File: src/rtl/reset_pkg.sv
// Shared state encoding and cause-bit positions for the reset sequencer.
package reset_pkg;

  typedef enum logic [1:0] {
    ASSERT  = 2'd0,
    RELEASE = 2'd1,
    RUN     = 2'd2
  } state_e;

  localparam int CAUSE_RST  = 0;
  localparam int CAUSE_PLL  = 1;
  localparam int CAUSE_EXT  = 2;
  localparam int CAUSE_SW   = 3;
  localparam int NUM_CAUSES = 4;

  function automatic int max3(input int a, input int b, input int c);
    int m;
    m = (a > b) ? a : b;
    return (m > c) ? m : c;
  endfunction

endpackage

File: src/rtl/reset_sequencer_sync_debounce.sv
// Two-flop synchroniser followed by a level debouncer: the output follows the
// synchronised input only after it has held a new level for CYCLES samples.
module sync_debounce #(
  parameter int CYCLES = 50000
) (
  input  logic clk,
  input  logic rst,
  input  logic din,
  output logic dout
);

  localparam int              CNT_W = $clog2(CYCLES + 1);
  localparam logic [CNT_W-1:0] LAST = CNT_W'(CYCLES - 1);

  logic             sync_a;
  logic             sync_b;
  logic [CNT_W-1:0] cnt;

  always_ff @(posedge clk) begin
    if (rst) begin
      sync_a <= 1'b0;
      sync_b <= 1'b0;
      cnt    <= '0;
      dout   <= 1'b0;
    end else begin
      sync_a <= din;
      sync_b <= sync_a;
      // Any sample matching the current output restarts the run.
      if (sync_b == dout) begin
        cnt <= '0;
      end else if (cnt >= LAST) begin
        dout <= sync_b;
        cnt  <= '0;
      end else begin
        cnt <= cnt + CNT_W'(1);
      end
    end
  end

endmodule

File: src/rtl/reset_sequencer.sv
// Multi-domain reset sequencer: asserts all domain resets on any cause, then
// releases them in index order (resetn[1] is the CPU reset).
module reset_sequencer
  import reset_pkg::*;
#(
  parameter int CHANNELS        = 3,
  parameter int HOLD_CYCLES     = 8,
  parameter int STAGE_CYCLES    = 16,
  parameter int DEBOUNCE_CYCLES = 50000
) (
  input  logic                  clk,
  input  logic                  rst,
  input  logic                  pll_locked,
  input  logic                  ext_req,
  input  logic                  sw_req,
  input  logic                  cause_clr,
  output logic [CHANNELS-1:0]   resetn,
  output logic                  done,
  output logic [NUM_CAUSES-1:0] cause
);

  localparam int CNT_MAX = max3(HOLD_CYCLES, STAGE_CYCLES, DEBOUNCE_CYCLES);
  localparam int CNT_W   = $clog2(CNT_MAX + 1);

  localparam logic [CNT_W-1:0] HOLD_LAST  = CNT_W'(HOLD_CYCLES - 1);
  localparam logic [CNT_W-1:0] STAGE_LAST = CNT_W'(STAGE_CYCLES - 1);

  localparam logic [1:0] S_ASSERT  = ASSERT;
  localparam logic [1:0] S_RELEASE = RELEASE;
  localparam logic [1:0] S_RUN     = RUN;

  logic                  pll_meta;
  logic                  pll_sync;
  logic                  ext_deb;
  logic [NUM_CAUSES-1:0] act;
  logic                  any_cause;
  logic [1:0]            state;
  logic [CNT_W-1:0]      cnt;
  logic [CHANNELS-1:0]   next_rn;

  sync_debounce #(
    .CYCLES (DEBOUNCE_CYCLES)
  ) u_ext_deb (
    .clk  (clk),
    .rst  (rst),
    .din  (ext_req),
    .dout (ext_deb)
  );

  always_comb begin
    act            = '0;
    act[CAUSE_RST] = rst;
    act[CAUSE_PLL] = ~pll_sync;
    act[CAUSE_EXT] = ext_deb;
    act[CAUSE_SW]  = sw_req;
    any_cause      = |act;
    next_rn        = (resetn << 1) | CHANNELS'(1);
  end

  always_ff @(posedge clk) begin
    if (rst) begin
      // PLL synchroniser resets to "locked" so rst alone times the first release.
      pll_meta <= 1'b1;
      pll_sync <= 1'b1;
      state    <= S_ASSERT;
      cnt      <= '0;
      resetn   <= '0;
      done     <= 1'b0;
      cause    <= 4'b0001;
    end else begin
      pll_meta <= pll_locked;
      pll_sync <= pll_meta;
      cause    <= (cause_clr ? '0 : cause) | act;

      if (any_cause) begin
        state  <= S_ASSERT;
        cnt    <= '0;
        resetn <= '0;
        done   <= 1'b0;
      end else begin
        case (state)
          S_ASSERT: begin
            if (cnt >= HOLD_LAST) begin
              cnt    <= '0;
              resetn <= CHANNELS'(1);
              if (CHANNELS == 1) begin
                done  <= 1'b1;
                state <= S_RUN;
              end else begin
                state <= S_RELEASE;
              end
            end else begin
              cnt <= cnt + CNT_W'(1);
            end
          end
          S_RELEASE: begin
            if (cnt >= STAGE_LAST) begin
              cnt    <= '0;
              resetn <= next_rn;
              if (next_rn[CHANNELS-1]) begin
                done  <= 1'b1;
                state <= S_RUN;
              end
            end else begin
              cnt <= cnt + CNT_W'(1);
            end
          end
          S_RUN: begin
            cnt <= '0;
          end
          default: begin
            state  <= S_ASSERT;
            cnt    <= '0;
            resetn <= '0;
            done   <= 1'b0;
          end
        endcase
      end
    end
  end

endmodule

File: config.mk
export PLATFORM = sky130hd
export DESIGN_NAME = reset_sequencer
export DESIGN_NICKNAME = d
export VERILOG_FILES = /design/src/rtl/reset_pkg.sv /design/src/rtl/reset_sequencer_sync_debounce.sv /design/src/rtl/reset_sequencer.sv
export SDC_FILE = /design/constraint.sdc
export NUM_CORES = 1
export LEC_CHECK = 0
export ABC_AREA = 1
export CAP_MARGIN = 25
export CORE_ASPECT_RATIO = 0.9
export CORE_UTILIZATION = 57
export CTS_BUF_LIST = sky130_fd_sc_hd__clkbuf_16
export CTS_CLUSTER_DIAMETER = 200
export DETAILED_ROUTE_END_ITERATION = 10
export HOLD_SLACK_MARGIN = 0.1
export PLACE_DENSITY = 0.78
export SYNTH_ARGS = -nofsm -noshare
export SYNTH_HDL_FRONTEND = slang
export SYNTH_HIERARCHICAL = 1
export SYNTH_SLANG_ARGS = --single-unit
File: constraint.sdc
create_clock -name clk -period 1.5 [get_ports clk]
set_clock_uncertainty 0.15 [all_clocks]
set_input_delay 0.3 -clock clk [delete_from_list [all_inputs] [get_ports clk]]
set_output_delay 0.3 -clock clk [all_outputs]
set_load 0.01 [all_outputs]
Yosys cells after proc, flatten, opt, wreduce, memory -nomap -nowiden
Index checks and enable logic that the tools add are counted.
{"block": "totals", "regBits": 47, "in_bits": 6, "wordCells": 49}
{"block": "classes", "order_cmp": 3, "n_mux": 14, "bitwise": 5, "n_eq_ne": 6, "reduce_logical": 8, "add_sub_neg": 2}
{"cell": "16-bit by 1-bit adder with 16-bit output, second input constant", "count": 2}
{"cell": "16-bit 2-to-1 mux", "count": 2}
{"cell": "16-bit one-hot mux with 2 select lines", "count": 1}
{"cell": "16-bit >= comparator, second input constant", "count": 1}
{"cell": "16-bit by 3-bit >= comparator with 1-bit output, second input constant", "count": 1}
{"cell": "16-bit by 4-bit >= comparator with 1-bit output, second input constant", "count": 1}
{"cell": "3-bit one-hot mux with 3 select lines", "count": 1}
{"cell": "2-bit 2-to-1 mux", "count": 3}
{"cell": "3-bit 2-to-1 mux", "count": 2}
{"cell": "2-bit != test, second input constant", "count": 3}
{"cell": "2-bit one-hot mux with 3 select lines", "count": 1}
{"cell": "3-bit AND reduction", "count": 2}
{"cell": "4-bit 2-to-1 mux", "count": 1}
{"cell": "1-bit inverter", "count": 4}
{"cell": "4-bit bitwise OR", "count": 1}
{"cell": "4-bit AND reduction", "count": 1}
{"cell": "4-bit OR reduction", "count": 1}
{"cell": "3-bit OR reduction", "count": 1}
{"cell": "2-bit by 1-bit equality test with 1-bit output, second input constant", "count": 1}
{"cell": "2-bit equality test, second input constant", "count": 1}
{"cell": "2-bit logical NOT", "count": 1}
{"cell": "1-bit 2-to-1 mux", "count": 2}
{"cell": "1-bit one-hot mux with 2 select lines", "count": 1}
{"cell": "2-bit AND reduction", "count": 1}
{"cell": "other kinds (2)", "count": 2}

Longest topological paths before layout
{"block": "logic_depth", "word_depth": 4, "ltp_mapped": 8}

By module
Netlist, hierarchy kept.
{"mod": "sync_debounce", "cells_each": 128, "instances": 1, "area_each_um2": 960.9}
{"mod": "reset_sequencer", "cells_each": 103, "instances": 1, "area_each_um2": 944.7}

Worst setup path after synthesis
No wires, ideal clock.
{"block": "synth_timing", "kind": "reg2reg", "start": "reg u_ext_deb.cnt[0]", "end": "reg u_ext_deb.cnt[14]", "n_path_buf": 1, "path_slack_ps": 117, "t_arrival_ps": 1167, "required_ps": 1284, "setup_time_ps": 66, "path_stages_with_launch": 8, "cell_sequence": "dfxtp_1 > ha_1 > nand3_2 > nand3_1 > nand2_2 > nand3_4 > buf_12 > a21oi_2"}
{"block": "synth_between", "elab_chain_len": 2, "elab_cells_between_ends": 3, "cone_classes": "add/sub (1); order compare (1); reduce/logical (1)"}
{"item": "start: declaration", "line": "reset_sequencer_sync_debounce.sv:17", "source": "logic [CNT_W-1:0] cnt;"}
{"item": "start signal: assignment", "line": "reset_sequencer_sync_debounce.sv:35", "source": "cnt <= cnt + CNT_W'(1);"}
{"item": "16-bit >= comparator", "line": "reset_sequencer_sync_debounce.sv:31", "source": "end else if (cnt >= LAST) begin"}
{"item": "3-bit OR reduction (no line)"}
Several ways; a longest one is shown, not always the timed one.
A chain may end at the register's enable or synchronous reset.

==> results.txt <==
- The run finished with clean final reports.
- The tightest hold path in the finished design has a slack of 0.2126 ns.
- The region available for standard cell placement spans 0.003114 sq mm.
- The setup check on the worst reg-to-reg path leaves a slack of 0.06 ns.
* Synth Register Bits: 47
- Die Height: 56.85 microns
- Detailed routing inserted a total of 1,489 vias.
- Global-route wire length before repair: 5561 microns
- The worst setup path is launched from a flip-flop.
* Cells after DPL: 303
* Avg Vias per Cell: 4.757
* Synth unique cells: 24
* Critical R2R Launch: cnt[0]
- The via count of the first global-routing pass came to 1,304.
- Count of endpoints failing setup in the final report: 0
- Overall die area: 0.003578 sq mm
* Maximum fanout along the worst path: 7
- First drt pass iteration count: 4
* Highest-delay cell along the critical path: dfxtp_2
- Counting both buffers and inverters, the worst setup path holds a total of 0.
- Number of ports placed on the die boundary: 14
- During synthesis, Yosys emitted a total of 6 warnings.
- Required time at the worst-slack endpoint: 1.57 ns
- Part of the Yosys area used for sequential elements: 49.38%
* Max-cap check violation count: 0
- The endpoint identified for the worst register-to-register timing path is cnt[2].
* Number of H-tree levels: 2
* Drt first-iter violations: 55
- Counting every sink on the clock net gives 47.
- The signal on the critical path passes through ha_4, nand2_4, nor2_4, nor2_4, nand3_4, nand2_4, nand3_4, nor2_2.
- Based on the critical path, the design can be clocked at up to 0.6939 GHz.
- TritonCTS built the clock tree.
- Counting every instance in the synthesized netlist gives 231.
- The count of buffers added on input and output ports is 13.
- Design Power: 2.402 mW
* Critical path's top delay family: simple AND/OR/NAND/NOR gates
- The smallest clock period supported by the final layout is computed as 1.441 ns.
* Growth of design area from synthesis to finish: 26.72%
* DRT antenna net count: 0
- At the end of routability-driven placement, the weighted congestion stood at 0.8309.
- Summed over all cells, the static leakage comes to 0.9566 nW.
- On the worst path, the slowest cell contributes a delay of 0.34 ns.
- Starting Density: 61.19%
- The worst-case IR drop observed on VDD is 0.8883 mV.
- In the finished design, the share of the clock period the worst path needs comes to 96.07%.
- PD cells: 994.6 mW/mm^2
- For the worst-skew pair, the clock arrives at the later sink with an insertion delay of 0.28 ns.
- Data arrives at the worst endpoint at 1.51 ns.
* Final instance area: 0.002415 sq mm
* Maximum number of pins on one net before global-route repair: 17
* Placed cell areas: 0.002162 sq mm
- R2R cell count: 8
- Count of final hold-check violations: 0
- Maximum buffer depth of the clock tree: 2
- The initial antenna violation count is 0.
- The number of antenna diodes in the final layout is 0.
- Measured on the finished design, the core utilization comes to 77.54%.
- Excluding fillers, the count of instances in the completed layout stands at 313.
- The count of pins over their slew limit was 0.
- Die W: 62.95 microns
- Tracing the worst setup path back leads to its startpoint at cnt[0].
* Kind of end point of the critical path: flip-flop
- Post-DP HPWL: 2263 microns
* Per-cell routed wire length: 11.23 microns
- Count of unresolved DRC violations after routing: 0
- The worst hold path belongs to the class in -> reg.
- The tree is rooted in a clkbuf_16.
- In this run the most critical hold path is launched from rst.
* Clock slew seen by the registers of the worst setup and hold paths: 0.06 ns
- The worst hold path terminates at u_ext_deb/dout.
- The total overflow left after global routing is 0.
- A synthesized cell averages 8.249 sq um.
* Cell depth of the worst hold path: 4
- The floorplan has 19 rows.
- WS Path Type: reg -> reg
- Summed instance area of the synthesized netlist: 0.001906 sq mm
- Buffers inserted to repair hold after CTS numbered 0.
- Wirelength, routed: 3515 microns
* Count of nets after finishing: 278
- Share of layout cells above drive strength 1: 24.35%
- In this run, CTS created clock tree buffers numbering 5.
* Total routing resource utilization after global routing: 20.48%
power by group:
part           internal, mW  total, mW  leakage [nW]  switching (mW)
registers              1.28       1.29         0.387          0.0119
logic                0.0425     0.0928         0.499          0.0503
clock network         0.599       1.02        0.0701           0.418
worst max-delay path by stage:
stage	endpoint	slack, ns	cells after the start
global placement	u_ext_deb/cnt[12]	-0.20	6
floorplan	u_ext_deb/cnt[14]	0.12	7
detailed placement	u_ext_deb/cnt[9]	-0.25	6
global route	cnt[2]	-0.01	8
finish	cnt[2]	0.06	8
CTS	resetn[1]	0.0008	8
worst register-to-register path: cells and delay by family, from the launching register on:
kind	cells	cell delay, ns
simple gates	7	0.73
flops	1	0.34
fa+ha+maj	1	0.17
metrics by stage:
stage / setup WS [ns] / TNS [ns]
3_3_place_gp: -0.2014 / -3.225
5_1_grt: -0.01075 / -0.01285
6_report: 0.05893 / 0
4_1_cts: 0.0008248 / 0
3_5_place_dp: -0.2513 / -3.905
2_1_floorplan: 0.1170 / 0
cells by family after synthesis:
| logic type | after synthesis | share of synthesized area (%) |
|---|---|---|
| XOR/XNOR | 7 | 3.217 |
| other | 1 | 0.1968 |
| buffers and inverters | 28 | 6.369 |
| flip-flops | 47 | 49.38 |
| AO/OA/AOI/OAI | 24 | 6.894 |
| AND/OR/NAND/NOR | 122 | 32.63 |
| adder cells (fa/ha/maj) | 2 | 1.313 |
synthesized netlist by cell type, drive strengths merged:
cell | n | area (sq um)
or2 | 3 | 18.77
dfxtp | 47 | 940.9
nand2 | 48 | 200.2
nand3 | 21 | 142.6
nand4 | 5 | 31.28
nor3 | 1 | 10.01
ha | 2 | 25.02
xnor2 | 2 | 17.52
nand3b | 1 | 7.510
o21ai | 6 | 30.03
a21oi | 18 | 101.4
buf | 1 | 20.02
conb | 1 | 3.750
xor2 | 5 | 43.79
nor2 | 43 | 211.5
inv | 27 | 101.4
per-layer routing:
| metal | global-route usage, % | vias to the layer above | part of all wire [%] |
|---|---|---|---|
| met2 | 32.10 | 15 | 50 |
| met1 | 25.54 | 661 | 46 |
| met5 | 0 | - | 0 |
| li1 | - | 807 | - |
| met4 | 6.977 | 0 | 1.0 |
| met3 | 7.927 | 6 | 2.8 |
registers in the layout (all words and copies together) (netlist names):
name / flops
cause: 4
cnt: 16
done: 1
pll_meta: 1
pll_sync: 1
resetn: 3
state: 2
u_ext_deb/cnt: 16
u_ext_deb/dout: 1
u_ext_deb/sync_a: 1
u_ext_deb/sync_b: 1
repair_timing:
item	in CTS	in global routing
pin swaps	4	7
setup buffers	1	0
hold endpoints to repair	0	0
gates resized for setup	9	25
cloned	0	1
setup endpoints to repair	18	27
final cells by class:
class | count | area (sq um)
multi-input cells | 168 | 996.0
inverters | 27 | 101.3
clock buffers | 5 | 125.1
well taps | 42 | 52.55
fillers | 224 | 699.4
clock inverters | 3 | 11.26
repair buffers | 21 | 182.7
flip-flops and latches | 47 | 945.9
placed cells by master (no fill, tap or decap), drive strengths merged:
master and n:
nand2 48, dfxtp 47, nor2 43, inv 28
nand3 22, a21oi 18, conb 12, dlygate4sd2 8
buf 8, o21ai 6, nand4 5, xor2 5
clkbuf 5, clkdlybuf4s50 4, or2 3, xnor2 2
ha 2, clkinv 2, dlymetal6s2s 1, nor3 1
nand3b 1
No activity file was read; power rests on OpenSTA's default activity.
